===== src/rtl/accel_csr_pkg.sv =====
// Shared types and constants for the accelerator CSR bus initiator.
package accel_csr_pkg;

  typedef enum logic [3:0] {
    S_INIT_CLR,
    S_IDLE,
    S_CHECK,
    S_WR_VEC,
    S_WR_MAT,
    S_WR_RUN,
    S_WAIT_BUSY,
    S_CLR,
    S_WAIT_DONE,
    S_DONE
  } state_e;

  typedef enum logic [1:0] {
    PH_SETUP,
    PH_STROBE,
    PH_HOLD
  } phase_e;

  localparam logic [1:0] ERR_NONE     = 2'd0;
  localparam logic [1:0] ERR_BAD_DIM  = 2'd1;
  localparam logic [1:0] ERR_READY_TO = 2'd2;
  localparam logic [1:0] ERR_DONE_TO  = 2'd3;

  localparam int RUN_BIT = 0;

  localparam logic [1:0] PORT_VEC = 2'd0;
  localparam logic [1:0] PORT_MAT = 2'd1;
  localparam logic [1:0] PORT_CSR = 2'd2;

endpackage


===== src/rtl/bus_if.sv =====
// Simple valid/data/ready CSR write port; the slave latches data on valid's rising edge.
interface bus_if #(
  parameter int DATA_WIDTH = 16
);
  logic                  valid;
  logic [DATA_WIDTH-1:0] data;
  logic                  ready;

  modport mst_port (output valid, output data, input ready);
  modport slv_port (input valid, input data, output ready);
endinterface


===== src/rtl/accel_csr_master_strobe.sv =====
// Three-phase SETUP/STROBE/HOLD write sequencer shared by the three CSR ports,
// plus the wait timer (down-counter reloaded whenever the master changes state).
module csr_strobe_gen
  import accel_csr_pkg::*;
#(
  parameter int DATA_WIDTH     = 16,
  parameter int TIMEOUT_CYCLES = 1024
) (
  input  logic                       clk,
  input  logic                       rst_n,
  input  logic                       active,
  input  logic                       gate_en,
  input  logic                       restart,
  input  logic [1:0]                 sel,
  input  logic [DATA_WIDTH-1:0]      wdata,
  input  logic [2:0]                 ready,
  output logic [2:0]                 valid,
  output logic [2:0][DATA_WIDTH-1:0] data,
  output logic                       wr_done,
  output logic                       setup_to,
  output logic                       tc
);
  localparam int CW = $clog2(TIMEOUT_CYCLES + 1);
  localparam logic [CW-1:0] LOAD = CW'(TIMEOUT_CYCLES);

  phase_e                      phase_q, phase_d;
  logic [CW-1:0]               cnt_q;
  logic [2:0][DATA_WIDTH-1:0]  held_q;
  logic                        sel_ready;

  always_comb begin
    sel_ready = 1'b0;
    for (int p = 0; p < 3; p++) if (sel == 2'(p)) sel_ready = ready[p];
  end

  always_comb begin
    phase_d = phase_q;
    if (active) begin
      case (phase_q)
        PH_SETUP:  if (!gate_en || sel_ready) phase_d = PH_STROBE;
        PH_STROBE: phase_d = PH_HOLD;
        default:   phase_d = PH_SETUP;
      endcase
    end
  end

  always_ff @(posedge clk or negedge rst_n) begin
    if (!rst_n) begin
      phase_q <= PH_SETUP;
      cnt_q   <= LOAD;
      held_q  <= '0;
    end else begin
      phase_q <= phase_d;
      if (restart)            cnt_q <= LOAD;
      else if (cnt_q != '0)   cnt_q <= cnt_q - 1'b1;
      if (active && phase_q == PH_STROBE)
        for (int p = 0; p < 3; p++) if (sel == 2'(p)) held_q[p] <= wdata;
    end
  end

  // The selected port shows the live write data; idle ports keep what they last wrote.
  always_comb begin
    valid = '0;
    data  = held_q;
    for (int p = 0; p < 3; p++) begin
      if (active && sel == 2'(p)) begin
        valid[p] = (phase_q == PH_STROBE);
        data[p]  = wdata;
      end
    end
  end

  assign tc       = (cnt_q == '0);
  assign wr_done  = active && (phase_q == PH_HOLD);
  assign setup_to = active && gate_en && (phase_q == PH_SETUP) && !sel_ready && tc;

endmodule


===== src/rtl/accel_csr_master.sv =====
// Programs the matrix-vector controller's size and run CSRs for one job and reports done/err.
//   state       | meaning
//   INIT_CLR    | clear write to run CSR after reset
//   IDLE        | waiting for a job command
//   CHECK       | range-check rows/cols
//   WR_VEC      | write rows to vector-size CSR
//   WR_MAT      | write cols to matrix-size CSR
//   WR_RUN      | write run=1
//   WAIT_BUSY   | wait for controller ready to drop
//   CLR         | clear write to run CSR
//   WAIT_DONE   | wait for controller ready to return
//   DONE        | one-cycle done pulse
module accel_csr_master
  import accel_csr_pkg::*;
#(
  parameter int DATA_WIDTH     = 16,
  parameter int MAX_DIM        = 64,
  parameter int TIMEOUT_CYCLES = 1024
) (
  input  logic        clk,
  input  logic        rst_n,
  input  logic        cmd_valid,
  output logic        cmd_ready,
  input  logic [7:0]  cmd_rows,
  input  logic [7:0]  cmd_cols,
  output logic        busy,
  output logic        done,
  output logic [1:0]  err,
  bus_if.mst_port     vec_csr_if,
  bus_if.mst_port     mat_csr_if,
  bus_if.mst_port     csr_if
);
  state_e                      state_q, state_d;
  logic [1:0]                  err_q, err_d;
  logic [7:0]                  rows_q, cols_q;
  logic [1:0]                  sel;
  logic [DATA_WIDTH-1:0]       wdata;
  logic [2:0]                  valid;
  logic [2:0][DATA_WIDTH-1:0]  data;
  logic                        active, gate_en, wr_done, setup_to, tc, bad_dim;

  assign bad_dim = (rows_q == 8'd0) || (int'(rows_q) > MAX_DIM) ||
                   (cols_q == 8'd0) || (int'(cols_q) > MAX_DIM);
  assign active  = state_q inside {S_INIT_CLR, S_WR_VEC, S_WR_MAT, S_WR_RUN, S_CLR};
  assign gate_en = state_q inside {S_WR_VEC, S_WR_MAT, S_WR_RUN};

  always_comb begin
    sel   = PORT_CSR;
    wdata = '0;
    case (state_q)
      S_WR_VEC: begin sel = PORT_VEC; wdata = DATA_WIDTH'(rows_q); end
      S_WR_MAT: begin sel = PORT_MAT; wdata = DATA_WIDTH'(cols_q); end
      S_WR_RUN: wdata[RUN_BIT] = 1'b1;
      default:  ;
    endcase
  end

  always_comb begin
    state_d = state_q;
    err_d   = err_q;
    case (state_q)
      S_INIT_CLR: if (wr_done) state_d = S_IDLE;
      S_IDLE: if (cmd_valid) begin state_d = S_CHECK; err_d = ERR_NONE; end
      S_CHECK: begin
        if (bad_dim) begin err_d = ERR_BAD_DIM; state_d = S_DONE; end
        else state_d = S_WR_VEC;
      end
      S_WR_VEC, S_WR_MAT, S_WR_RUN: begin
        if (setup_to) begin err_d = ERR_READY_TO; state_d = S_CLR; end
        else if (wr_done) begin
          case (state_q)
            S_WR_VEC: state_d = S_WR_MAT;
            S_WR_MAT: state_d = S_WR_RUN;
            default:  state_d = S_WAIT_BUSY;
          endcase
        end
      end
      S_WAIT_BUSY: begin
        if (!csr_if.ready) state_d = S_CLR;
        else if (tc) begin err_d = ERR_READY_TO; state_d = S_CLR; end
      end
      // An errored job only needed the run latch cleared; skip waiting for completion.
      S_CLR: if (wr_done) state_d = (err_q != ERR_NONE) ? S_DONE : S_WAIT_DONE;
      S_WAIT_DONE: begin
        if (csr_if.ready) state_d = S_DONE;
        else if (tc) begin err_d = ERR_DONE_TO; state_d = S_DONE; end
      end
      S_DONE:  state_d = S_IDLE;
      default: state_d = S_INIT_CLR;
    endcase
  end

  always_ff @(posedge clk or negedge rst_n) begin
    if (!rst_n) begin
      state_q <= S_INIT_CLR;
      err_q   <= ERR_NONE;
      rows_q  <= '0;
      cols_q  <= '0;
    end else begin
      state_q <= state_d;
      err_q   <= err_d;
      if (state_q == S_IDLE && cmd_valid) begin
        rows_q <= cmd_rows;
        cols_q <= cmd_cols;
      end
    end
  end

  csr_strobe_gen #(
    .DATA_WIDTH     (DATA_WIDTH),
    .TIMEOUT_CYCLES (TIMEOUT_CYCLES)
  ) u_strobe (
    .clk      (clk),
    .rst_n    (rst_n),
    .active   (active),
    .gate_en  (gate_en),
    .restart  (state_d != state_q),
    .sel      (sel),
    .wdata    (wdata),
    .ready    ({csr_if.ready, mat_csr_if.ready, vec_csr_if.ready}),
    .valid    (valid),
    .data     (data),
    .wr_done  (wr_done),
    .setup_to (setup_to),
    .tc       (tc)
  );

  assign vec_csr_if.valid = valid[PORT_VEC];
  assign vec_csr_if.data  = data[PORT_VEC];
  assign mat_csr_if.valid = valid[PORT_MAT];
  assign mat_csr_if.data  = data[PORT_MAT];
  assign csr_if.valid     = valid[PORT_CSR];
  assign csr_if.data      = data[PORT_CSR];

  assign cmd_ready = (state_q == S_IDLE);
  assign busy      = (state_q != S_IDLE);
  assign done      = (state_q == S_DONE);
  assign err       = err_q;

endmodule


===== src/flat_wrapper.sv =====
// flat-port wrapper written by rule: the top's interface ports become plain ports
module accel_csr_master_flat import accel_csr_pkg::*;
#(
  parameter int DATA_WIDTH     = 16,
  parameter int MAX_DIM        = 64,
  parameter int TIMEOUT_CYCLES = 1024
)
  (clk, rst_n, cmd_valid, cmd_ready, cmd_rows, cmd_cols, busy, done, err, vec_csr_if_valid, vec_csr_if_data, vec_csr_if_ready, mat_csr_if_valid, mat_csr_if_data, mat_csr_if_ready, csr_if_valid, csr_if_data, csr_if_ready);
  bus_if #(.DATA_WIDTH(DATA_WIDTH)) vec_csr_if_i ();
  bus_if #(.DATA_WIDTH(DATA_WIDTH)) mat_csr_if_i ();
  bus_if #(.DATA_WIDTH(DATA_WIDTH)) csr_if_i ();
  input  logic clk;
  input  logic rst_n;
  input  logic cmd_valid;
  output logic cmd_ready;
  input  logic [7:0] cmd_rows;
  input  logic [7:0] cmd_cols;
  output logic busy;
  output logic done;
  output logic [1:0] err;
  output wire logic [$bits(vec_csr_if_i.valid)-1:0] vec_csr_if_valid;
  output wire logic [$bits(vec_csr_if_i.data)-1:0] vec_csr_if_data;
  input wire logic [$bits(vec_csr_if_i.ready)-1:0] vec_csr_if_ready;
  output wire logic [$bits(mat_csr_if_i.valid)-1:0] mat_csr_if_valid;
  output wire logic [$bits(mat_csr_if_i.data)-1:0] mat_csr_if_data;
  input wire logic [$bits(mat_csr_if_i.ready)-1:0] mat_csr_if_ready;
  output wire logic [$bits(csr_if_i.valid)-1:0] csr_if_valid;
  output wire logic [$bits(csr_if_i.data)-1:0] csr_if_data;
  input wire logic [$bits(csr_if_i.ready)-1:0] csr_if_ready;
  assign vec_csr_if_valid = vec_csr_if_i.valid;
  assign vec_csr_if_data = vec_csr_if_i.data;
  assign vec_csr_if_i.ready = vec_csr_if_ready;
  assign mat_csr_if_valid = mat_csr_if_i.valid;
  assign mat_csr_if_data = mat_csr_if_i.data;
  assign mat_csr_if_i.ready = mat_csr_if_ready;
  assign csr_if_valid = csr_if_i.valid;
  assign csr_if_data = csr_if_i.data;
  assign csr_if_i.ready = csr_if_ready;
  accel_csr_master #(.DATA_WIDTH(DATA_WIDTH), .MAX_DIM(MAX_DIM), .TIMEOUT_CYCLES(TIMEOUT_CYCLES)) u_core (.clk(clk), .rst_n(rst_n), .cmd_valid(cmd_valid), .cmd_ready(cmd_ready), .cmd_rows(cmd_rows), .cmd_cols(cmd_cols), .busy(busy), .done(done), .err(err), .vec_csr_if(vec_csr_if_i), .mat_csr_if(mat_csr_if_i), .csr_if(csr_if_i));
endmodule

===== config.mk =====
export PLATFORM = sky130hd
export DESIGN_NAME = accel_csr_master_flat
export DESIGN_NICKNAME = d
export VERILOG_FILES = /design/src/rtl/accel_csr_pkg.sv /design/src/rtl/bus_if.sv /design/src/rtl/accel_csr_master_strobe.sv /design/src/rtl/accel_csr_master.sv /design/src/flat_wrapper.sv
export SDC_FILE = /design/constraint.sdc
export NUM_CORES = 1
export LEC_CHECK = 0
export ABC_AREA = 1
export BUFFER_PORTS_ARGS = -buffer_cell sky130_fd_sc_hd__buf_2
export CAP_MARGIN = 25
export CORE_MARGIN = 4
export CORE_UTILIZATION = 35
export DETAILED_ROUTE_END_ITERATION = 8
export MAX_ROUTING_LAYER = met4
export PLACE_DENSITY = 0.52
export SLEW_MARGIN = 0
export SYNTH_ARGS = -nofsm -noshare
export SYNTH_HDL_FRONTEND = slang
export SYNTH_HIERARCHICAL = 1
export SYNTH_SLANG_ARGS = --single-unit

===== constraint.sdc =====
create_clock -name clk -period 3.7 [get_ports clk]
set_input_delay 0.185 -clock clk [delete_from_list [all_inputs] [get_ports clk]]
set_output_delay 0.185 -clock clk [all_outputs]
set_load 0.01 [all_outputs]

# Word-level counts from Yosys, hierarchy flattened
# Cells that the tools add are included.
[classes]
addsub = 1
n_lt_le_gt_ge = 2
n_eq_ne = 23
muxes = 37
n_reduce_logical = 34
[ops]
columns = ["cell", "count"]
rows = [
  ["$mux W16", 3],
  ["$mux W4", 10],
  ["$pmux W4 S8", 1],
  ["$mux W11", 2],
  ["$eq A4 B3 Y1 const B", 4],
  ["$gt A8 B7 Y1 const B", 2],
  ["$logic_not A8 Y1", 2],
  ["$mux W2", 8],
  ["$pmux W7 S2", 1],
  ["$ne A2 B2 Y1 const B", 6],
  ["$pmux W2 S2", 3],
  ["$logic_not A11 Y1", 1],
  ["$reduce_bool A11 Y1", 1],
  ["$sub A11 B1 Y11 const B", 1],
  ["$logic_and A1 B1 Y1", 10],
  ["$pmux W2 S5", 1],
  ["$reduce_bool A5 Y1", 2],
  ["$eq A4 B2 Y1 const B", 2],
  ["$eq A4 B4 Y1 const B", 2],
  ["$reduce_and A2 Y1", 4],
  ["$reduce_and A8 Y1", 1],
  ["$mux W1", 7],
  ["$eq A2 B1 Y1 const B", 2],
  ["$eq A2 B2 Y1 const B", 2],
  ["12 further kinds", 19],
]
[word_totals]
ff_bits = 83
inputBits = 22
out_inout_bits = 56
elab_cells = 106

# Longest topological paths before layout
[depth]
ltp_word = 13
ltp_mapped = 23
depth_no_buf = 23

# By module
# The synthesis kept the hierarchy.
[by_module_without_submodules]
columns = ["mod", "n_inst", "cells_per_inst", "area_per_inst_um2", "seq_area_each_um2"]
rows = [
  ["csr_strobe_gen", 1, 394, 3135.5, 1527.7],
  ["accel_csr_master", 1, 186, 1482.7, 550.5],
]

# Least setup slack after synthesis
# Ideal clock, no wire load.
[synth_path]
kind = "register to register"
from = "register u_core.state_q[1]"
to = "register u_core.u_strobe.cnt_q[1]"
setup_time_ns = 0.118
arrival_time_ns = 2.909
t_required_ns = 3.582
slack_ns = 0.673
stages_incl_launch_ff = 19
path_buffers = 0
period_less_slack_ns = 3.027
path_cell_list = "dfrtp_1 nor2_1 nand2_4 nand2_2 nor2_4 o211ai_1 inv_2 nor3_1 inv_1 a21oi_1 nand2_2 a21oi_2 nand3_1 nand2_1 nor2_2 nand2_1 clkinv_1 nand3b_1 nand2_1"
[synth_between]
elab_cells_between_ends = 40
cone_classes = "12 x eq/ne; 16 x mux; 12 x reduce/logical"
[synth_lines]
columns = ["item", "line", "source"]
rows = [
  ["from (decl)", "accel_csr_master.sv:33", "state_e state_q, state_d;"],
  ["from (signal assigned)", "accel_csr_master.sv:100", "state_q <= state_d;"],
  ["$eq A4 B2 Y1 (tied with other cells)", "accel_csr_master.sv:44", "assign active = state_q inside {S_INIT_CLR, S_WR_VEC, S_WR_MAT, S_WR_RUN, S_CLR};"],
  ["$reduce_bool A5 Y1 (*)", "accel_csr_master.sv:44", ""],
  ["via u_core.active", "accel_csr_master.sv:40", "logic active, gate_en, wr_done, setup_to, tc, bad_dim;"],
  ["$logic_and A1 B1 Y1 (*)", "accel_csr_master_strobe.sv:74", "assign wr_done = active && (phase_q == PH_HOLD);"],
  ["via u_core.wr_done", "accel_csr_master.sv:40", ""],
  ["$mux W4", "accel_csr_master.sv:70", "else if (wr_done) begin"],
  ["$mux W4", "accel_csr_master.sv:69", "if (setup_to) begin err_d = ERR_READY_TO; state_d = S_CLR; end"],
  ["$pmux W4 S8 (*)", "accel_csr_master.sv:61", "case (state_q)"],
  ["$ne A4 B4 Y1 (*)", "accel_csr_master.sv:117", ".restart (state_d != state_q),"],
  ["$mux W11 / $reduce_bool A2 Y1 (equally long branches)", "--", ""],
  ["to (signal assigned)", "accel_csr_master_strobe.sv:55", "else if (cnt_q != '0) cnt_q <= cnt_q - 1'b1;"],
  ["to (decl)", "accel_csr_master_strobe.sv:27", "logic [CW-1:0] cnt_q;"],
]
# Mark *: on every way through the listed nets, which the timed path passes. The rest lies on a longest branch.
# A chain may end at the register's enable or synchronous reset.

# Worst setup path in the final report
[layout_path]
from = "register u_core.state_q[0]"
to = "register u_core.u_strobe.cnt_q[0]"
# The elaborated chain is that of the path after synthesis.

==> results list <==
- CTS tree: done
* Post-synth top flop: sky130_fd_sc_hd__dfrtp_1
* Critical Path Start Type: flip-flop
- Largest net degree at the start of global routing: 60
* Final #Nets: 684
- In this design, the stage delay of the slowest critical-path cell is about 0.46 ns.
- CTS H-tree lvls: 3
* Kind of capture point of the worst setup path: flip-flop
- Leaving out fill and tap cells, the most frequent cell in the layout is sky130_fd_sc_hd__nand2_1.
- No sink is reached through more buffers than the 2 on the longest clock path.
- The critical path goes through nor2_1, nand2_4, nand2_2, nor2_4, o211ai_1, inv_2, nor3_1, inv_1, a21oi_1, nand2_1, a21oi_2, nand3_1, nand2_1, nor2_2, nand2_1, clkinv_1, nand3_1, nand2_1.
- Sequential cells were found to cover 45.0% of the synthesized design area.
- Dominant delay contributor by cell family on the critical path: simple AND/OR/NAND/NOR gates
- For this design the ratio of total power to cell area is around 730 nW/um^2.
- Once the floorplan was initialized, standard cells occupied between 30% and 40% of the core.
- The clock drives 83 sinks.
* Compound-gate portion of the synthesized area: 16.1%
* Resize count post-CTS: 0
* WP depth: 18
* Largest cells by area after synthesis: sky130_fd_sc_hd__dfrtp_1 (44%), sky130_fd_sc_hd__nand2_1 (14%), sky130_fd_sc_hd__o21ai_1 (6.3%), sky130_fd_sc_hd__inv_1 (4.2%), sky130_fd_sc_hd__o21ai_0 (3.0%)
- Slew HR: 42.7%
- Data arrival, critical path: roughly 3.4 ns
- Number of cells on the worst reg-to-reg path: 18
* Overall power of the completed layout: 0.00396 W
* Leakage dissipation: between 2 and 3 nW
- Area growth, synth to finish: 17.3%
* Mean instance size in the synthesized netlist: 7.96 um^2
- Syn Inst Count: 580
- For this block, the initial DRC count from the detailed router was 306.
- Of the total synthesized cell area, the portion taken by AND, OR, NAND and NOR gates is 27.6%.
* Area of the core: 12800 um^2
* Main combinational cell family by area after synthesis: simple AND/OR/NAND/NOR gates
- CP Buf/Inv Count: 3
- The worst path needs about 3.2 ns of the cycle, external delays included.
* Setup slack after placement: 0.472 ns
- The first global-routing pass estimated 19100 um of wire.
* Number of endpoints failing setup at the final stage: 0
- After clock tree synthesis, the clock-pin slew on the worst setup and hold paths is ~0.06 ns.
* Met2 routing resource usage after global routing: 23.8%
* Startpoint-to-endpoint class of the critical path: reg -> reg
- Source-to-sink clock delay at the later pin of the worst-skew pair: approximately 0.34 ns
- Unrepaired setup endpoints after global routing: no
* Overall routing resource usage: 16.7%
- Routability congestion estimate from global placement: 0.918
- Met3 track demand over resource: 2.81%
- Number of global-route vias before repair: 3723
- Clock tree synthesis selected as its root buffer the cell sky130_fd_sc_hd__clkbuf_16.
- The floorplan step defined a die boundary enclosing 15100 um^2.
- Antenna violations before repair: 0
- Dividing the detail-routed via count by the number of cells gives ~4.8.
* Cell at the slowest stage of the critical path: sky130_fd_sc_hd__dfrtp_1
* Number of flops mapped to enable cells by yosys: 0
* Synthesized flop and latch total: 83
- Buffers added to address setup during post-CTS repair amount to 0.
- The initialized floorplan defines 41 standard-cell rows.
- Dominant cell type by area after synthesis: sky130_fd_sc_hd__dfrtp_1
- Max-cap violations in this run came to 0.
- Hold Path Class: in -> reg
- The final route contains 4064 vias.
- Yosys warning total: 6
- Number of antenna cells inserted: 0
- Proportion of register bits with asynchronous set or reset after synthesis: 100%
- Critical path's most frequent cell: sky130_fd_sc_hd__nand2_1
- In this run, distinct cell masters in the synthesized netlist total 40.
- The max-slew violation count came to 0.
* Count of buffers from port buffering: just under 80
* Crit share post-route: 86.8%
* Fraction of post-synthesis cell area in the top cell type by area: about 44%
* Area of the mapped netlist: between 4000 and 5000 um^2
* Multiplexer share of the synthesized area: 2.60%
* Most used routing layer: met1
* Worst EP required: 3.93 ns
- Setup total negative slack: 0 ns
- The layout has between 1000 and 1500 filler cells.
- Pin slew with the least headroom to its limit: 0.857 ns
- Global routing finished with a remaining overflow of 0.
- Between clock sinks in the finished design, the worst skew comes to 0.0102 ns.
* Half-perimeter wire length after detailed placement: between 8000 and 9000 um
* First-pass detailed-route iteration total: 6
* Highest Clock Rate: roughly 0.31 GHz
- WL/cell: 14.0 um
* Post-route antenna net violation count: 0
- Leaving out fill and tap cells, the most frequent cells in the layout are sky130_fd_sc_hd__nand2_1 (169), sky130_fd_sc_hd__dfrtp_1 (82), sky130_fd_sc_hd__buf_2 (76).
* Total routed wirelength: approximately 12000 um
- Peak supply drop: 0.000349 V
- The number of hold-slack violations in the final timing report is 0.
- From bottom edge to top edge, the die measures 123 um.
- Cells with a size suffix above 1 make up between 20% and 30% of the layout.
- In this run the worst path has a maximum fanout of 10.
* Arithmetic-cell share of the synthesized area counting full adders, half adders and majority gates: 0.271%
* Total clock buffers created by CTS: 9
- X dimension of the die: 123 um
- Worst hold stages: 2
- Met1 Use GR: 24.2%
- For this run, design rule violations remaining after detail routing come to 0.
- Once routing completed, OpenROAD measured the worst setup slack at 0.487 ns.
- Ports: 78
- After Yosys synthesis, XOR and XNOR cells account for 0.190% of the synthesized area.
- Run status: finished clean
per-stage QoR:
step	hold slack [ns]	instance area (um^2)	util (%)	cells
global route	0.0610	5420	42.4	838
floorplan	-0.111	4640	-	587
CTS	0.0617	5420	42.4	838
global placement	0.308	5130	40.2	821
finish	0.0729	5420	42.4	838
detailed placement	0.315	5130	40.2	821
cell type report:
type | count | area, um^2 | area share, %
Timing Repair Buffer | 83 | 435 | 8.04
Clock buffer | 11 | 233 | 4.30
Sequential cell | 83 | 2080 | 38.4
Multi-Input combinational cell | 424 | 2190 | 40.4
Inverter | 60 | 225 | 4.16
Tap cell | 172 | 215 | 3.97
Clock inverter | 5 | 38.8 | 0.716
repair_timing:
item | in CTS | in global routing
setup endpoints to repair | 0 | 0
hold buffers | 1 | 0
hold endpoints to repair | 58 | 0
state kept, by name (all words and copies together) (netlist names):
register and cells:
u_core/u_strobe/held_q 48, u_core/u_strobe/cnt_q 11, u_core/cols_q 8, u_core/rows_q 8
u_core/state_q 4, u_core/err 2, u_core/u_strobe/phase_q 2
synth_stat cells (all sizes together) (3+ instances only):
cell type / number
dfrtp: 82
mux2: 10
buf: 18
a32o: 4
nand4: 4
inv: 59
o21ai: 102
nor2: 51
a21oi: 14
nor3: 3
nand3: 29
nand2: 185
metal layers:
layer  wire, um  up-vias
met3        544       12
met2       5240      110
met5          0        -
li1           -     2035
met4        135        0
met1       5780     1907
where the power goes:
group	internal (W)	total (W)	switching, W	leakage (nW)
combinational	0.000636	0.00177	0.00113	1.63
clock	0.000459	0.000828	0.000369	0.130
sequential	0.00118	0.00136	0.000185	1.01
logic make-up after synthesis:
family / after synthesis
AO/OA/AOI/OAI: 128
XOR/XNOR: 1
adder cells (fa/ha/maj): 1
buffers and inverters: 80
flip-flops: 83
multiplexers: 10
other: 1
AND/OR/NAND/NOR: 276
final timing paths:
kind	from	to	slack, ns
setup / recovery	u_core/state_q[0]$_DFF_PN0_	u_core/u_strobe/cnt_q[0]$_DFFE_PN0P_	0.49
hold / removal	cmd_rows[2]	u_core/rows_q[2]$_DFFE_PN0P_	0.07
setup reg to reg	u_core/state_q[0]$_DFF_PN0_	u_core/u_strobe/cnt_q[0]$_DFFE_PN0P_	0.49
hold reg to reg	u_core/u_strobe/cnt_q[10]$_DFFE_PN1P_	u_core/u_strobe/cnt_q[10]$_DFFE_PN1P_	0.47
max in group asynchronous	rst_n	u_core/u_strobe/cnt_q[10]$_DFFE_PN1P_	2.38
min in group asynchronous	rst_n	u_core/cols_q[0]$_DFFE_PN0P_	0.46
Note: power is estimated with default switching activity, not from simulation.
